### src/rtl/rsa_pkg.sv
// Shared constants and encodings for the toy RSA modular exponentiation engine.
package rsa_pkg;
  localparam int RSA_W = 8;
  localparam int RSA_N = 221;
  localparam int RSA_E = 5;
  localparam int RSA_D = 77;

  typedef enum logic [1:0] {IDLE, RUN, FIN} state_t;

  localparam logic ENC = 1'b0;
  localparam logic DEC = 1'b1;
endpackage

### src/rtl/rsa_modmul.sv
// Combinational (a*b) mod N. The full 2W-bit product is reduced in one step.
module rsa_modmul #(
  parameter int W = 8,
  parameter int N = 221
) (
  input  logic [W-1:0] a,
  input  logic [W-1:0] b,
  output logic [W-1:0] p
);
  // One extra bit so that N = 2^W is still representable.
  localparam logic [2*W:0] NM = (2*W+1)'(N);

  logic [2*W-1:0] full;

  assign full = {{W{1'b0}}, a} * {{W{1'b0}}, b};
  assign p    = W'({1'b0, full} % NM);
endmodule

### src/rtl/rsa_modexp_core.sv
// data_out = data_in^(mode ? D : E) mod N, LSB-first square-and-multiply, fixed W-cycle run.
module rsa_modexp_core
  import rsa_pkg::*;
#(
  parameter int W = RSA_W,
  parameter int N = RSA_N,
  parameter int E = RSA_E,
  parameter int D = RSA_D
) (
  input  logic         clk,
  input  logic         rst,
  input  logic         start,
  input  logic         mode,
  input  logic [W-1:0] data_in,
  output logic [W-1:0] data_out,
  output logic         busy,
  output logic         done,
  output logic         err
);
  localparam int            CW   = $clog2(W + 1);
  localparam logic [W:0]    NW   = (W+1)'(N);
  localparam logic [CW-1:0] LAST = CW'(W - 1);

  state_t        state;
  logic [W-1:0]  base, result, expo;
  logic [CW-1:0] cnt;
  logic          err_pend;
  logic [W-1:0]  mul_out, sq_out;

  rsa_modmul #(.W(W), .N(N)) u_mul (.a(result), .b(base), .p(mul_out));
  rsa_modmul #(.W(W), .N(N)) u_sq  (.a(base),   .b(base), .p(sq_out));

  always_ff @(posedge clk or negedge rst) begin
    if (!rst) begin
      state    <= IDLE;
      data_out <= '0;
      busy     <= 1'b0;
      done     <= 1'b0;
      err      <= 1'b0;
      err_pend <= 1'b0;
      base     <= '0;
      result   <= '0;
      expo     <= '0;
      cnt      <= '0;
    end else begin
      done <= 1'b0;
      case (state)
        IDLE: if (start) begin
          if ({1'b0, data_in} < NW) begin
            base     <= data_in;
            result   <= W'(1);
            expo     <= (mode == DEC) ? W'(D) : W'(E);
            cnt      <= '0;
            err      <= 1'b0;
            err_pend <= 1'b0;
            busy     <= 1'b1;
            state    <= RUN;
          end else begin
            err_pend <= 1'b1;
            state    <= FIN;
          end
        end
        // All W bits are walked even when the exponent runs out, keeping timing constant.
        RUN: begin
          if (expo[0]) result <= mul_out;
          base <= sq_out;
          expo <= expo >> 1;
          cnt  <= cnt + 1'b1;
          if (cnt == LAST) begin
            busy  <= 1'b0;
            state <= FIN;
          end
        end
        FIN: begin
          data_out <= err_pend ? '0 : result;
          done     <= 1'b1;
          err      <= err_pend;
          state    <= IDLE;
        end
        default: state <= IDLE;
      endcase
    end
  end
endmodule

### config.mk
export PLATFORM = sky130hd
export DESIGN_NAME = rsa_modexp_core
export DESIGN_NICKNAME = d
export VERILOG_FILES = /design/src/rtl/rsa_pkg.sv /design/src/rtl/rsa_modmul.sv /design/src/rtl/rsa_modexp_core.sv
export SDC_FILE = /design/constraint.sdc
export NUM_CORES = 1
export LEC_CHECK = 0
export ABC_AREA = 1
export CAP_MARGIN = 20
export CORE_MARGIN = 8
export CORE_UTILIZATION = 55
export DETAILED_ROUTE_END_ITERATION = 12
export PLACE_DENSITY_LB_ADDON = 0.15
export SLEW_MARGIN = 20
export SYNTH_ARGS = -nofsm -noshare
export SYNTH_HDL_FRONTEND = slang
export SYNTH_HIERARCHICAL = 1
export SYNTH_SLANG_ARGS = --single-unit
### constraint.sdc
create_clock -name clk -period 23.7 [get_ports clk]
set_input_delay 4.74 -clock clk [delete_from_list [all_inputs] [get_ports clk]]
set_output_delay 4.74 -clock clk [all_outputs]
set_load 0.05 [all_outputs]
* After elaboration in Yosys (flattened, before gate mapping)
Cells that the tools add are included.
** Cells by class
- Add/sub/neg operators :: 1
- $mul :: 2
- Div/mod/pow operators :: 2
- Magnitude comparators :: 1
- Eq/ne operators :: 7
- Muxes and demuxes :: 28
- Reductions and logical operators :: 9
** Operator list (number)
- $mux 8 :: 8
- $pmux 8 s2 :: 3
- $mod 16x8->17 const B :: 2
- $mul 8x8->16 :: 2
- $lt 8x8->1 const B :: 1
- $mux 4 :: 2
- $ne 2x2->1 const B :: 4
- $pmux 4 s2 :: 1
- $reduce_and 4->1 :: 2
- $mux 1 :: 7
- $mux 7 :: 1
- $mux 2 :: 3
- $reduce_and 3->1 :: 2
- $add 4x1->4 const B :: 1
- $eq 4x3->1 const B :: 1
- $pmux 1 s2 :: 2
- $pmux 2 s2 :: 1
- $reduce_and 2->1 :: 2
- $reduce_bool 2->1 :: 2
- $eq 2x1->1 const B :: 1
- $eq 2x2->1 const B :: 1
- $logic_not 2->1 :: 1
** Storage, ports and cells
- Register bits after elaboration :: 42
- Input port bits :: 12
- Logic and storage cells :: 60

* Longest topological paths before layout
Gate-level depths: netlist of the first run.
- Depth after elaboration :: 4
- Gate-level depth with buffers :: 85
- Mapped depth without buffers :: 83

* Modules after synthesis
Netlist of the first run, hierarchy kept.
** Modules (own cells, without submodules)
- rsa_modmul at u_sq :: times used 1, cells each 927, area an instance 5377.7 um2, seq. area each 0.0 um2
- rsa_modmul at u_mul :: times used 1, cells each 881, area an instance 5119.9 um2, seq. area each 0.0 um2
- rsa_modexp_core :: times used 1, cells each 198, area an instance 1843.0 um2, seq. area each 1026.0 um2

* Least setup slack after synthesis of the first run
OpenSTA, ideal clock, no wires.
- Path kind :: register to register
- From :: reg base[7]
- To :: reg result[0]
- Setup time :: 117 ps
- Arrival time :: 9036 ps
- Required time :: 23583 ps
- Slack :: 14547 ps
- Stages on the path, launching flop included :: 67
- Path buffers :: 3
- Cells stage by stage :: dfrtp_1 clkbuf_1 nand2_1 inv_1 fa_1 fa_1 fa_1 inv_1 fa_1 inv_1 ha_1 nand2_1 inv_1 a21oi_2 nand2_1 nand2_1 nand2_2 nor2_4 [... 31 more ...] nand3b_2 nor2_2 nand2_2 nand2_4 nand2_2 nand2_2 inv_2 nand2_2 inv_2 nand2_2 nand2_4 nand2_4 nand2_4 nand2_1 nand2_1 or2_1 nand4_1 nand2_1
** On the way
- Longest elaborated chain between the ends :: 4
** Ends and longest elaborated chain
- start, declared :: RTL line rsa_modexp_core.sv:25 : logic [W-1:0] base, result, expo;
- start signal, assigned :: RTL line rsa_modexp_core.sv:50 : base <= data_in;
- start signal, assigned :: RTL line rsa_modexp_core.sv:66 : base <= sq_out;
- $mul 8x8->16 :: RTL line rsa_modmul.sv:15 : assign full = {{W{1'b0}}, a} * {{W{1'b0}}, b};
- $mod 16x8->17 :: RTL line rsa_modmul.sv:16 : assign p = W'({1'b0, full} % NM);
- named net mul_out[0] :: RTL line rsa_modexp_core.sv:28 : logic [W-1:0] mul_out, sq_out;
- $mux 8 :: RTL line rsa_modexp_core.sv:65 : if (expo[0]) result <= mul_out;
- $pmux 8 s2 :: RTL line rsa_modexp_core.sv:47 : case (state)
- end signal, assigned :: RTL line rsa_modexp_core.sv:65
- end, declared :: RTL line rsa_modexp_core.sv:25
The timed path passes the listed nets, and every way through them passes these cells. The select of a mux whose other input is x is not followed.
A chain may end at the register's enable or synchronous reset.

* Worst setup path after layout of the first run
- From :: reg base[2]
- To :: reg base[5]
** On the way
- Longest elaborated chain between the ends :: 3
** Ends and longest elaborated chain (RTL line)
- $mul 8x8->16 :: rsa_modmul.sv:15
- $mod 16x8->17 :: rsa_modmul.sv:16
- named net sq_out[5] :: rsa_modexp_core.sv:28
- $pmux 8 s2 :: rsa_modexp_core.sv:47
The timed path passes the listed nets, and every way through them passes these cells.

==> impl_metrics.toml, run 1 <==
[die]
row_count = 55
dieArea_um2 = 27500
die_x_um = 166
core_area_um2 = 22400
start_util_pct = 55.2
die_h_um = 166
num_io_pins = 23

[yosys]
avgSynthCellArea_um2 = 6.15
synth_nets = 2163
ys_ff_latch = 41
synth_edf_count = 0
synth-main-ff-cell = "dfrtp_1"
synth_top_area_share_pct = 20.8
synth_area_um2 = 12300
synthCells = 2006
seq_area_frac_synth_pct = 8.31
synth_area_leaders = "nand2_1 (21%), fa_1 (12%), inv_1 (11%)"
synth_warnings = 6
async_flop_share_pct = 100
synth_area_leader_cell = "nand2_1"
synthDistinctLibCells = 54

[drt]
route.detailed.wl_per_inst_um = 11.0
drc = 0
via_per_inst = 5.00
via_count = 11396
ant_nets = 0
drtPass1Iterations = 6
drt-total-wl_um = 25200
drt-initial-drc-count = 598

[critical_path]
critPathCaptureType = "register"
critPathLaunchType = "register"
crit_required_ps = 23860
r2r_end = "base[5]$_DFFE_PN0P_"
cp_data_arrival_time_ps = 10940
reg2reg_slack_ps = 12920
worstPathMaxFanout = 25
cpMaxStageDelayCell = "dfrtp_1"
r2r-start = "base[2]$_DFFE_PN0P_"
critPathMaxStageDelay_ps = 930
reg2regPathDepth = 69
criticalPathCategory = "register to register"
worst_path_most_repeated_cell = "nand2_1"

[timing]
slew_headroom_pct = 39.3
rsz0062_at_grt = "false"
worstMarginPinSlew_ps = 910
post-route-min-period_ps = 10780
finalSetupViolCount = 0
skew_ps = 7.22
slew_violations = 0
fin_setup_tns_ps = 0
max_freq_mhz = 92.8
fin_crit_sh_pct = 45.5
hold_violations = 0

[cts]
htree_levels = 2
cts_root_buf = "clkbuf_16"
clock_path_buffers = 2
cts_hold_buf = 0
tritoncts = "built"
cts_made_buffers = 5
clk-insertion-delay-late_ps = 280
clk_pin_slew_ps = 60
post_cts_buffers = 0
ctsResizeCount = 0
cts_num_sinks = 41

[place]
gp_congestion = 0.909
port_buffers = 22
dpl.cell_count = 2272
place_hpwl_um = 21100

[job]
maxCapViolCount = 0

[outcome]
status = "finished, final reports clean"

[global_route]
antenna_found_initial = 0
grt_pass1_vias = 10974
grt_overflow = 0
grt_pass1_wl_um = 46100
grt_start_max_net_pins = 42
track_usage_pct = 18.5

[finish]
n_fill_cell = 2237
stdcell_count = 2280
diodes = 0
fin_nets = 2151
syn2layout_area_growth_pct = 4.05
drive_above_1_share_pct = 13.9

[hold_path]
hold_class = "register to register"
hold_depth = 2
holdPathEnd = "busy$_DFFE_PN0P_"
hold_path_startpoint = "busy$_DFFE_PN0P_"
-- through the flow --
stage / util [%] / setup WS (ps) / hold WS (ps) / instance area [um^2]
4_1_cts: 57.4 / 12820 / 473 / 12800
5_1_grt: 57.4 / 11790 / 491 / 12800
3_3_place_gp: 56.7 / 12970 / 458 / 12700
6_report: 57.4 / 12920 / 470 / 12800
3_5_place_dp: 56.7 / 12880 / 459 / 12700
2_1_floorplan: - / 14550 / 442 / 12300
-- worst max-delay path by stage --
| stage | to | start |
|---|---|---|
| 2_1_floorplan | result[0]$_DFFE_PN0P_ | base[7]$_DFFE_PN0P_ |
| 3_3_place_gp | base[5]$_DFFE_PN0P_ | base[2]$_DFFE_PN0P_ |
| 3_5_place_dp | base[5]$_DFFE_PN0P_ | base[3]$_DFFE_PN0P_ |
| 4_1_cts | base[5]$_DFFE_PN0P_ | base[3]$_DFFE_PN0P_ |
| 5_1_grt | base[5]$_DFFE_PN0P_ | base[7]$_DFFE_PN0P_ |
| 6_report | base[5]$_DFFE_PN0P_ | base[2]$_DFFE_PN0P_ |
-- layout make-up --
cell class,count,area (um^2),area share (%)
Tap cell,285,357,2.78
Sequential cell,41,1030,7.99
Clock buffer,6,139,1.08
Clock inverter,2,13.8,0.107
Multi-Input combinational cell,1515,9550,74.4
Inverter,409,1540,12.0
Timing Repair Buffer,22,215,1.68
-- cells by family after synthesis --
kind of cell	after synthesis	share of synthesized area [%]
and+or+nand+nor	1207	48.8
buffers and inverters	450	14.3
adders and majority gates	145	19.1
AOI/OAI and AO/OA	113	5.72
xor gates and xnor gates	43	3.23
DFF	41	8.31
muxes	7	0.568
-- routing by layer --
| metal | up-vias | share of wire (%) | GRT usage, % |
|---|---|---|---|
| met5 | - | 0 | 0 |
| met4 | 0 | 0.94 | 3.00 |
| met3 | 20 | 1.8 | 1.12 |
| met2 | 99 | 52 | 36.0 |
| met1 | 5188 | 45 | 22.0 |
| li1 | 6089 | - | - |
-- state kept, by name, indices dropped and copies added (netlist names) --
register,flops
data_out,8
err,1
expo,7
done,1
base,8
busy,1
result,8
cnt,4
state,2
err_pend,1
-- Yosys cell counts (5+ instances only) --
| cell type | number |
|---|---|
| nand2_4 | 35 |
| nand2_2 | 84 |
| o21ai_0 | 19 |
| a21oi_2 | 10 |
| a21oi_1 | 31 |
| inv_1 | 365 |
| nand3_4 | 8 |
| xor2_1 | 35 |
| nand2_1 | 683 |
| nor2_8 | 5 |
| nand3_1 | 175 |
| mux2i_1 | 7 |
| xnor2_1 | 5 |
| o21ai_1 | 25 |
| nand3b_1 | 15 |
| nand3_2 | 19 |
| ha_1 | 73 |
| nor2_4 | 18 |
| clkbuf_1 | 28 |
| nor2_2 | 25 |
| nand2_8 | 5 |
| nor2_1 | 88 |
| nand4_1 | 32 |
| o21bai_1 | 7 |
| dfrtp_1 | 41 |
| inv_2 | 38 |
| fa_1 | 72 |
-- critical path, delay by kind of cell (launching register included) --
kind	cells	cell delay (ps)
buffers and inverters	7	530
flip-flops	1	930
AND/OR/NAND/NOR	53	6000
multiplexers	1	210
adder cells (fa/ha/maj)	5	2430
AO/OA/AOI/OAI	3	500
-- cell usage in the layout (no fill, tap or decap), types with 38 or more instances in the layout --
cell type / instances
fa_1: 72
nand2_2: 84
inv_1: 365
nand3_1: 175
inv_2: 38
nand2_1: 683
ha_1: 73
nor2_1: 88
dfrtp_1: 41
Power of run 1 is not shown: default switching activity piles up to over one toggle a cycle in this logic, so the estimate is an artifact.
==> inputs of run 2 (changes only) <==
==> constraint.sdc (replaced) <==
create_clock -name clk -period 8.96 [get_ports clk]
set_input_delay 1.792 -clock clk [delete_from_list [all_inputs] [get_ports clk]]
set_output_delay 1.792 -clock clk [all_outputs]
set_load 0.05 [all_outputs]
==> run 2 against run 1 <==
- the flow now finishes with violations (setup timing)
- final area up 44%
- core utilization up 25 points
- first-iteration DRC count grew 66%
- fmax up 4.2%
- register-to-register slack worse by 14000 ps
==> impl_metrics.toml, run 2 (synthesized netlist as in run 1, its figures left out) <==
[drt]
drt-total-wl_um = 40400
drtPass1Iterations = 5
ant_nets = 0
via_count = 14522
drc = 0
via_per_inst = 5.37
drt-initial-drc-count = 991
route.detailed.wl_per_inst_um = 15.0

[timing]
fin_setup_tns_ps = -17530
skew_ps = 6.10
worstMarginPinSlew_ps = 908
max_freq_mhz = 96.7
post-route-min-period_ps = 10340
finalSetupViolCount = 16
rsz0062_at_grt = "true"
slew_violations = 0
slew_headroom_pct = 39.5
fin_ws_ps = -1380
hold_violations = 0
fin_crit_sh_pct = 115

[cts]
clock_path_buffers = 2
cts_hold_buf = 0
cts_num_sinks = 41
cts_root_buf = "clkbuf_16"
htree_levels = 2
clk-insertion-delay-late_ps = 280
tritoncts = "built"
cts_made_buffers = 5
clk_pin_slew_ps = 60

[finish]
diodes = 0
layout_commonest_cell = "nand2_1"
n_fill_cell = 1342
multiInputGateArea_um2 = 11700
drive_above_1_share_pct = 42.6
syn2layout_area_growth_pct = 49.4
fin_nets = 2573
seqCellArea_um2 = 1040
top_regs = "base: 8 flops, data_out: 8 flops, result: 8 flops"
final_cell_mix = "nand2_1 (527), buf_4 (363), inv_1 (332)"
finalInstanceArea_um2 = 18400

[die]
dieArea_um2 = 27500
num_io_pins = 23
row_count = 55
core_area_um2 = 22400
start_util_pct = 55.2
die_h_um = 166
die_x_um = 166

[place]
place_hpwl_um = 24100
port_buffers = 22
gp_congestion = 0.889
postPlaceCellArea_um2 = 15000
pre_cts_ws_ps = -1130

[critical_path]
cp_data_arrival_time_ps = 10560
criticalPathCategory = "register to register"
cpMaxStageDelayCell = "fa_1"
worst_path_most_repeated_cell = "nand2_1"
r2r-start = "base[6]$_DFFE_PN0P_"
crit_required_ps = 9170
worstSetupStartpoint = "base[6]$_DFFE_PN0P_"
critPathCaptureType = "register"
critPathLaunchType = "register"
critPathMaxStageDelay_ps = 540
worstPathMaxFanout = 8

[global_route]
gr-usage-met3_pct = 1.33
antenna_found_initial = 0
grt_start_max_net_pins = 42
grt_overflow = 0
track_usage_pct = 22.7
top_usage_layer = "met2"
globalRouteMet2Util_pct = 46.9
grt_pass1_wl_um = 55900
met1_usage_pct = 24.1
grt_pass1_vias = 13516

[outcome]
status = "finished, violations left"
violations = "setup timing"

[hold_path]
hold_class = "register to register"
hold_path_startpoint = "expo[5]$_DFFE_PN0P_"

[job]
maxCapViolCount = 0
[run 2: cell types whose count changed in the layout (fill, tap and decap cells not counted), moves of 32 or more]
cell	delta
inv_1	-33
nand2_1	-156
nand3_2	+34
nand3_1	-53
nor2_1	-39
nand2_2	+80
nand2_4	+62
buf_6	+44
nor2_4	+32
buf_4	+363
[run 2: stage by stage]
| step | cells | util, % | hold slack (ps) |
|---|---|---|---|
| final | 2702 | 82.4 | 472 |
| after global routing | 2702 | 82.4 | 501 |
| after CTS | 2644 | 73.9 | 476 |
| after detailed placement | 2567 | 67.2 | 462 |
| after global placement | 2567 | 67.2 | 456 |
| after floorplan | 2006 | - | 442 |
[run 2: worst paths after layout]
check                                                to  slack [ps]  cells past startpoint
worst max register to register    result[4]$_DFFE_PN0P_       -1380                     74
min in group asynchronous       data_out[5]$_DFFE_PN0N_        1640                      1
worst max-delay path              result[4]$_DFFE_PN0P_       -1380                     74
worst min register to register      expo[4]$_DFFE_PN0P_         470                      2
max in group asynchronous           base[6]$_DFFE_PN0P_        6690                      1
worst min-delay path                expo[4]$_DFFE_PN0P_         470                      2
[run 2: area by class of cell]
type,instances,share of cell area (%)
clock buffers,7,0.774
clock inverters,1,0.163
inverters,409,8.49
multi-input cells,1521,63.5
flip-flops and latches,41,5.62
well taps,285,1.93
repair buffers,438,19.6
[run 2: what timing repair did]
action,4_1_cts,5_1_grt
setup buffers,64,58
resized for setup,185,358
setup endpoints to repair,16,16
cloned,5,2
pin swaps,152,197
[run 2: critical path, delay by kind of cell, from the launching register on]
| family | cells | cell delay [ps] |
|---|---|---|
| flops | 1 | 450 |
| buf+inv | 13 | 1400 |
| compound gates | 4 | 760 |
| simple gates | 52 | 5310 |
| fa+ha+maj | 5 | 2320 |
[run 2: layer usage]
metal  vias up  part of all wire [%]
li1       6953                     -
met5         -                     0
met1      6925                    36
met3       165                   3.5
met2       479                    56
met4         0                   4.0
Power of run 2 is left out for the same reason.
